==> config.mk <==
export PLATFORM = sky130hd
export DESIGN_NAME = pwm_duty_ramper_flat
export DESIGN_NICKNAME = d
export VERILOG_FILES = /design/src/rtl/pwm_duty_ramper_if.sv /design/src/rtl/pwm_duty_ramper.sv /design/src/flat_wrapper.sv
export SDC_FILE = /design/constraint.sdc
export NUM_CORES = 1
export LEC_CHECK = 0
export CAP_MARGIN = 0
export CORE_UTILIZATION = 49
export CTS_CLUSTER_SIZE = 12
export DETAILED_ROUTE_END_ITERATION = 10
export PLACE_DENSITY_LB_ADDON = 0.05
export SETUP_SLACK_MARGIN = 0.15
export SLEW_MARGIN = 5
export SYNTH_ARGS = -nofsm -noshare
export SYNTH_HDL_FRONTEND = slang
export SYNTH_SLANG_ARGS = --single-unit
==> constraint.sdc <==
create_clock -name clk -period 2.8 [get_ports clk]
set_clock_uncertainty 0.2 [all_clocks]
set_input_delay 0.28 -clock clk [delete_from_list [all_inputs] [get_ports clk]]
set_output_delay 0.28 -clock clk [all_outputs]
set_load 0.02 [all_outputs]
==> src/rtl/pwm_duty_ramper_if.sv <==
// Request channel for pwm_duty_ramper: target duty and ramp rate over valid/ready.
interface pwm_duty_ramper_if #(
  parameter int N = 4,
  parameter int R = 8
);
  logic [N-1:0] target;
  logic [R-1:0] rate;
  logic         target_valid;
  logic         target_ready;

  modport master (output target, rate, target_valid, input target_ready);
  modport slave  (input target, rate, target_valid, output target_ready);
endinterface

==> src/rtl/pwm_duty_ramper.sv <==
// Soft-start / fade controller: walks pwm duty one LSB per rate_eff PWM periods
// toward a requested target, changing duty only on period boundaries.
module pwm_duty_ramper #(
  parameter int N = 4,
  parameter int R = 8
) (
  input  logic          clk,
  input  logic          rst,
  input  logic          ena,
  input  logic          step,
  pwm_duty_ramper_if.slave req,
  output logic [N-1:0]  duty,
  output logic          busy,
  output logic          done,
  output logic          period_start
);

  typedef enum logic {IDLE, RAMP} state_e;

  state_e       state_q, state_d;
  logic [N-1:0] phase_q, phase_d;
  logic [R-1:0] div_q, div_d;
  logic [R-1:0] rate_q, rate_d;
  logic [N-1:0] tgt_q, tgt_d;
  logic [N-1:0] duty_q, duty_d;
  logic         done_q, done_d;
  logic         ps_q, ps_d;

  logic         boundary;
  logic         accept;
  logic [N-1:0] duty_nxt;

  // Ready is gated by reset so the channel reads not-ready while held in reset.
  assign req.target_ready = rst && ena && (state_q == IDLE);
  assign accept   = req.target_valid && req.target_ready;
  // A boundary is the step that wraps the phase, matching pwm's counter.
  assign boundary = ena && step && (phase_q == {N{1'b1}});
  // Next duty one LSB toward the target; only used while tgt differs from duty.
  assign duty_nxt = (tgt_q > duty_q) ? duty_q + N'(1) : duty_q - N'(1);

  assign duty         = duty_q;
  assign busy         = (state_q == RAMP);
  // Pulses are suppressed while frozen, even if one was registered just before.
  assign done         = done_q && ena;
  assign period_start = ps_q && ena;

  // Next-state logic: phase counting, request latch and ramp stepping.
  always_comb begin
    state_d = state_q;
    phase_d = phase_q;
    div_d   = div_q;
    rate_d  = rate_q;
    tgt_d   = tgt_q;
    duty_d  = duty_q;
    done_d  = 1'b0;
    ps_d    = 1'b0;
    if (ena) begin
      if (step) phase_d = phase_q + N'(1);
      ps_d = boundary;
      case (state_q)
        IDLE: begin
          // A boundary coinciding with the accept is not counted for the new ramp.
          if (accept) begin
            tgt_d  = req.target;
            rate_d = (req.rate == '0) ? R'(1) : req.rate;
            div_d  = '0;
            if (req.target != duty_q) state_d = RAMP;
            else                      done_d  = 1'b1;
          end
        end
        RAMP: begin
          if (boundary) begin
            if (div_q == rate_q - R'(1)) begin
              div_d  = '0;
              duty_d = duty_nxt;
              if (duty_nxt == tgt_q) begin
                done_d  = 1'b1;
                state_d = IDLE;
              end
            end else begin
              div_d = div_q + R'(1);
            end
          end
        end
        default: state_d = IDLE;
      endcase
    end
  end

  // State registers with asynchronous active-low reset.
  always_ff @(posedge clk or negedge rst) begin
    if (!rst) begin
      state_q <= IDLE;
      phase_q <= '0;
      div_q   <= '0;
      rate_q  <= R'(1);
      tgt_q   <= '0;
      duty_q  <= '0;
      done_q  <= 1'b0;
      ps_q    <= 1'b0;
    end else begin
      state_q <= state_d;
      phase_q <= phase_d;
      div_q   <= div_d;
      rate_q  <= rate_d;
      tgt_q   <= tgt_d;
      duty_q  <= duty_d;
      done_q  <= done_d;
      ps_q    <= ps_d;
    end
  end

endmodule
==> src/flat_wrapper.sv <==
// flat-port wrapper written by rule: the top's interface ports become plain ports
module pwm_duty_ramper_flat 
#(
  parameter int N = 4,
  parameter int R = 8
)
  (clk, rst, ena, step, duty, busy, done, period_start, req_target, req_rate, req_target_valid, req_target_ready);
  pwm_duty_ramper_if #(.N(N), .R(R)) req_i ();
  input  logic clk;
  input  logic rst;
  input  logic ena;
  input  logic step;
  output logic [N-1:0] duty;
  output logic busy;
  output logic done;
  output logic period_start;
  input wire logic [$bits(req_i.target)-1:0] req_target;
  input wire logic [$bits(req_i.rate)-1:0] req_rate;
  input wire logic [$bits(req_i.target_valid)-1:0] req_target_valid;
  output wire logic [$bits(req_i.target_ready)-1:0] req_target_ready;
  assign req_i.target = req_target;
  assign req_i.rate = req_rate;
  assign req_i.target_valid = req_target_valid;
  assign req_target_ready = req_i.target_ready;
  pwm_duty_ramper #(.N(N), .R(R)) u_core (.clk(clk), .rst(rst), .ena(ena), .step(step), .req(req_i), .duty(duty), .busy(busy), .done(done), .period_start(period_start));
endmodule
==> impl_results.html <==
<table>
<tr><th>Metric</th><th>Value</th></tr>
<tr><th colspan="2">Routing</th></tr>
<tr><td>First drt pass iteration count</td><td>4</td></tr>
<tr><td>DR iter-0 viols</td><td>36</td></tr>
<tr><td>DRT Wirelength</td><td>4.41 mm</td></tr>
<tr><td>Residual DRC count</td><td>0</td></tr>
<tr><td>Average vias per placed instance</td><td>5.71</td></tr>
<tr><td>Antenna Violating Nets Remaining</td><td>0</td></tr>
<tr><td>Avg WL per Cell</td><td>16.4 um</td></tr>
<tr><td>Total number of vias</td><td>1535</td></tr>
<tr><th colspan="2">Logic synthesis</th></tr>
<tr><td>Syn Inst Count</td><td>177</td></tr>
<tr><td>Cell Area, Synth</td><td>1840 um^2</td></tr>
<tr><td>Fraction of post-synthesis cell area in the top cell type by area</td><td>0.407</td></tr>
<tr><td>Top cells by area in the synthesized netlist</td><td>sky130_fd_sc_hd__dfrtp_1, sky130_fd_sc_hd__xnor2_1, sky130_fd_sc_hd__mux2_2</td></tr>
<tr><td>Leading area contributor after synthesis</td><td>sky130_fd_sc_hd__dfrtp_1</td></tr>
<tr><td>Post-synthesis async set-or-reset flop share</td><td>1.00</td></tr>
<tr><td>Sequential fraction of the synthesis area</td><td>0.422</td></tr>
<tr><td>Synthesized area divided by synthesized cell count</td><td>10.4 um^2</td></tr>
<tr><td>Flip-flop cell with the highest count after synthesis</td><td>sky130_fd_sc_hd__dfrtp_1</td></tr>
<tr><td>Distinct cell type count of the synthesized netlist</td><td>43</td></tr>
<tr><td>Number of register bits inferred by synthesis</td><td>31</td></tr>
<tr><td>Syn. warnings</td><td>0</td></tr>
<tr><td>Count of flip-flops with a built-in enable after synthesis</td><td>0</td></tr>
<tr><td>Nets in the synthesized netlist</td><td>204</td></tr>
<tr><th colspan="2">STA</th></tr>
<tr><td>Time the final worst path needs with I/O delays and setup</td><td>2780 ps</td></tr>
<tr><td>Measured slew at the worst slew-check pin</td><td>450 ps</td></tr>
<tr><td>Worst hold slack</td><td>279 ps</td></tr>
<tr><td>Number of hold violations in the final report</td><td>0</td></tr>
<tr><td>RSZ-0062 raised after global routing</td><td>yes</td></tr>
<tr><td>Worst relative slew slack</td><td>0.700</td></tr>
<tr><td>Maximum achievable frequency</td><td>360 MHz</td></tr>
<tr><td>Final max-slew violation count</td><td>0</td></tr>
<tr><td>Final number of setup-violating endpoints</td><td>0</td></tr>
<tr><td>Fraction of the cycle the final worst path needs</td><td>0.991</td></tr>
<tr><th colspan="2">Critical path</th></tr>
<tr><td>Critical path fanouts, max</td><td>2</td></tr>
<tr><td>Critical path data required time</td><td>2770 ps</td></tr>
<tr><td>Reg-to-reg critical path startpoint</td><td>u_core.rate_q[5]$_DFFE_PN0P_</td></tr>
<tr><td>Most Frequent Cell on Critical Path</td><td>sky130_fd_sc_hd__or4_4</td></tr>
<tr><td>Type of the worst setup path</td><td>reg2reg</td></tr>
<tr><td>Reg2Reg Capture Point</td><td>u_core.duty[2]$_DFFE_PN0P_</td></tr>
<tr><td>Critical path data arrival time</td><td>2740 ps</td></tr>
<tr><td>Ordered cell list for the critical path</td><td>or4_4, or4_4, a2111oi_4, o2111ai_2, or2_4, mux2_4</td></tr>
<tr><td>R2R cell count</td><td>6</td></tr>
<tr><td>CP max stage cell</td><td>sky130_fd_sc_hd__or4_4</td></tr>
<tr><td>Internal reg-to-reg setup slack</td><td>20 ps</td></tr>
<tr><td>Slowest cell delay on critical path</td><td>530 ps</td></tr>
<tr><td>Setup crit start kind</td><td>flop</td></tr>
<tr><td>Capturing element type of the critical path</td><td>flop</td></tr>
<tr><th colspan="2">Place</th></tr>
<tr><td>Count of port buffers added during placement</td><td>24</td></tr>
<tr><td>Detailed-placement wirelength estimate</td><td>3.23 mm</td></tr>
<tr><td>Placer's final routability congestion estimate</td><td>0.835</td></tr>
<tr><th colspan="2">GRT</th></tr>
<tr><td>First-pass GRT wire length</td><td>7.45 mm</td></tr>
<tr><td>Number of global-route vias before repair</td><td>1717</td></tr>
<tr><td>Total routing usage reported by global routing</td><td>0.243</td></tr>
<tr><td>GRT overflow</td><td>0</td></tr>
<tr><td>Routing usage on met2</td><td>0.467</td></tr>
<tr><td>GR Util met1</td><td>0.249</td></tr>
<tr><td>Met3 track demand over resource in global routing</td><td>0.0543</td></tr>
<tr><td>Largest net degree at the start of global routing</td><td>32</td></tr>
<tr><td>Number of antenna violations at the first check in global routing</td><td>0</td></tr>
<tr><td>Global-route layer with the greatest usage</td><td>met2</td></tr>
<tr><th colspan="2">Die</th></tr>
<tr><td>Number of top-level design ports</td><td>25</td></tr>
<tr><td>Row Count</td><td>21</td></tr>
<tr><td>Die height</td><td>63.3 um</td></tr>
<tr><td>Die area</td><td>4010 um^2</td></tr>
<tr><td>Effective utilization at floorplan</td><td>0.531</td></tr>
<tr><td>Die extent in x</td><td>63.3 um</td></tr>
<tr><td>Total core area</td><td>3470 um^2</td></tr>
<tr><th colspan="2">Layout</th></tr>
<tr><td>Final layout net count</td><td>249</td></tr>
<tr><td>P&amp;R area growth vs syn</td><td>33.4%</td></tr>
<tr><td>Diodes inserted</td><td>0</td></tr>
<tr><td>Share of layout cells above drive strength 1</td><td>0.287</td></tr>
<tr><th colspan="2">Pwr</th></tr>
<tr><td>Worst ir drop on vdd</td><td>0.339 mV</td></tr>
<tr><td>Power per cell area</td><td>418 nW/um^2</td></tr>
<tr><td>Leakage power summed over all cells</td><td>1.09 nW</td></tr>
<tr><td>PnR Total Power</td><td>1.03 mW</td></tr>
<tr><th colspan="2">CTS</th></tr>
<tr><td>Maximum clock insertion buffer count</td><td>2</td></tr>
<tr><td>CTS sink cnt</td><td>31</td></tr>
<tr><td>Number of buffers added by the clock tree synthesis step</td><td>5</td></tr>
<tr><td>Root cell of the clock tree</td><td>sky130_fd_sc_hd__clkbuf_8</td></tr>
<tr><td>Clock-pin transition on the worst setup and hold timing paths</td><td>60 ps</td></tr>
<tr><td>Clock tree from TritonCTS</td><td>yes</td></tr>
<tr><td>Number of levels in the clock H-tree</td><td>2</td></tr>
<tr><td>Worst-Skew Late Latency</td><td>280 ps</td></tr>
<tr><th colspan="2">Hold path</th></tr>
<tr><td>Worst Min Path Start</td><td>u_core.phase_q[2]$_DFFE_PN0P_</td></tr>
<tr><td>Hold path depth</td><td>1</td></tr>
<tr><td>Endpoint of the worst hold path</td><td>u_core.phase_q[2]$_DFFE_PN0P_</td></tr>
<tr><td>Hold/Removal Path Class</td><td>reg2reg</td></tr>
<tr><th colspan="2">Job</th></tr>
<tr><td>Max-cap violations</td><td>0</td></tr>
<tr><th colspan="2">Outcome</th></tr>
<tr><td>Run status</td><td>completed</td></tr>
</table>
per-stage QoR:
stage | setup TNS [ps] | setup slack [ps] | cell area (um^2) | utilization | instances
after floorplan | 0 | 13.1 | 1900 | - | 177
after global placement | 0 | 5.26 | 2300 | 0.662 | 259
after detailed placement | -376 | -136 | 2300 | 0.662 | 259
after CTS | 0 | 6.96 | 2420 | 0.698 | 268
after global routing | -280 | -68.3 | 2460 | 0.709 | 269
final | 0 | 24.0 | 2460 | 0.709 | 269
Yosys cell counts (all sizes together) (2+ instances only):
master / count
or2: 2
nor2: 5
mux2: 13
a21oi: 3
a31o: 2
clkbuf: 3
a32o: 2
o22ai: 2
inv: 15
nand2: 10
a31oi: 2
nand4: 5
nand3: 10
o311ai: 3
nor3: 4
and3: 4
xnor2: 20
o21ai: 6
dfrtp: 30
or4: 3
ha: 9
and2: 3
xor2: 4
layout by cell type (no fill, tap or decap), drive strengths merged, types with 2 or more instances in the layout:
master         instances
dfrtp                 30
clkdlybuf4s50         24
xnor2                 20
buf                   18
inv                   15
mux2                  13
nand2                 10
nand3                 10
ha                     9
clkbuf                 7
o21ai                  6
nand4                  5
nor2                   5
and3                   4
nor3                   4
xor2                   4
and2                   3
a21oi                  3
or4                    3
o311ai                 3
a32o                   2
a31o                   2
a31oi                  2
o22ai                  2
or2                    2
critical path, delay by kind of cell (launching register included):
kind / cells / cell delay (ps)
simple gates: 3 / 1300
compound gates: 2 / 470
flops: 1 / 380
mux: 1 / 300
report_power, final:
group | leakage (nW) | switching (mW) | internal, mW
Combinational | 0.666 | 0.0606 | 0.0726
Sequential | 0.380 | 0.0405 | 0.489
Clock | 0.0482 | 0.166 | 0.198
Total | 1.09 | 0.267 | 0.760
worst max path at each step:
stage                            startpoint                          end  slack (ps)  cells after the start
2_1_floorplan  u_core.rate_q[5]$_DFFE_PN0P_   u_core.duty[2]$_DFFE_PN0P_          10                      6
3_3_place_gp   u_core.rate_q[5]$_DFFE_PN0P_  u_core.div_q[7]$_DFFE_PN0P_           5                      8
3_5_place_dp   u_core.rate_q[5]$_DFFE_PN0P_  u_core.div_q[6]$_DFFE_PN0P_        -140                      8
4_1_cts        u_core.rate_q[5]$_DFFE_PN0P_  u_core.div_q[5]$_DFFE_PN0P_           7                      8
5_1_grt        u_core.rate_q[5]$_DFFE_PN0P_   u_core.duty[3]$_DFFE_PN0P_         -70                      7
6_report       u_core.rate_q[5]$_DFFE_PN0P_   u_core.duty[2]$_DFFE_PN0P_          20                      6
area by class of cell:
type | instances | area, um^2
Inverter | 15 | 56.3
Fill cell | 282 | 1010
Timing Repair Buffer | 42 | 379
Clock inverter | 1 | 5.00
Multi-Input combinational cell | 127 | 1090
Clock buffer | 7 | 86.3
Tap cell | 46 | 57.6
Sequential cell | 31 | 781
layer usage:
| layer | up-vias | wire length [um] | part of all wire |
|---|---|---|---|
| met5 | - | 0 | 0 |
| met4 | 0 | 67 | 0.015 |
| met3 | 7 | 140 | 0.032 |
| met2 | 29 | 2450 | 0.56 |
| met1 | 772 | 1750 | 0.40 |
| li1 | 727 | - | - |
cell families after synthesis:
group	after synthesis	share of synthesized area
AO/OA/AOI/OAI	30	0.121
buffers and inverters	19	0.0394
XOR/XNOR	24	0.114
adder cells (fa/ha/maj)	10	0.0720
flip-flops	31	0.422
multiplexers	13	0.0815
AND/OR/NAND/NOR	50	0.151
state kept, by name (all words and copies together) (netlist names):
name	count
u_core.busy	1
u_core.div_q	8
u_core.done_q	1
u_core.duty	4
u_core.phase_q	4
u_core.ps_q	1
u_core.rate_q	8
u_core.tgt_q	4
what timing repair did:
action	in CTS	in global routing
resized for setup	9	5
hold endpoints to repair	0	0
buffers inserted	1	1
pin swaps	2	0
hold buffers	0	0
endpoints found under the setup margin	13	14
Note: power is estimated with default switching activity, not from simulation.
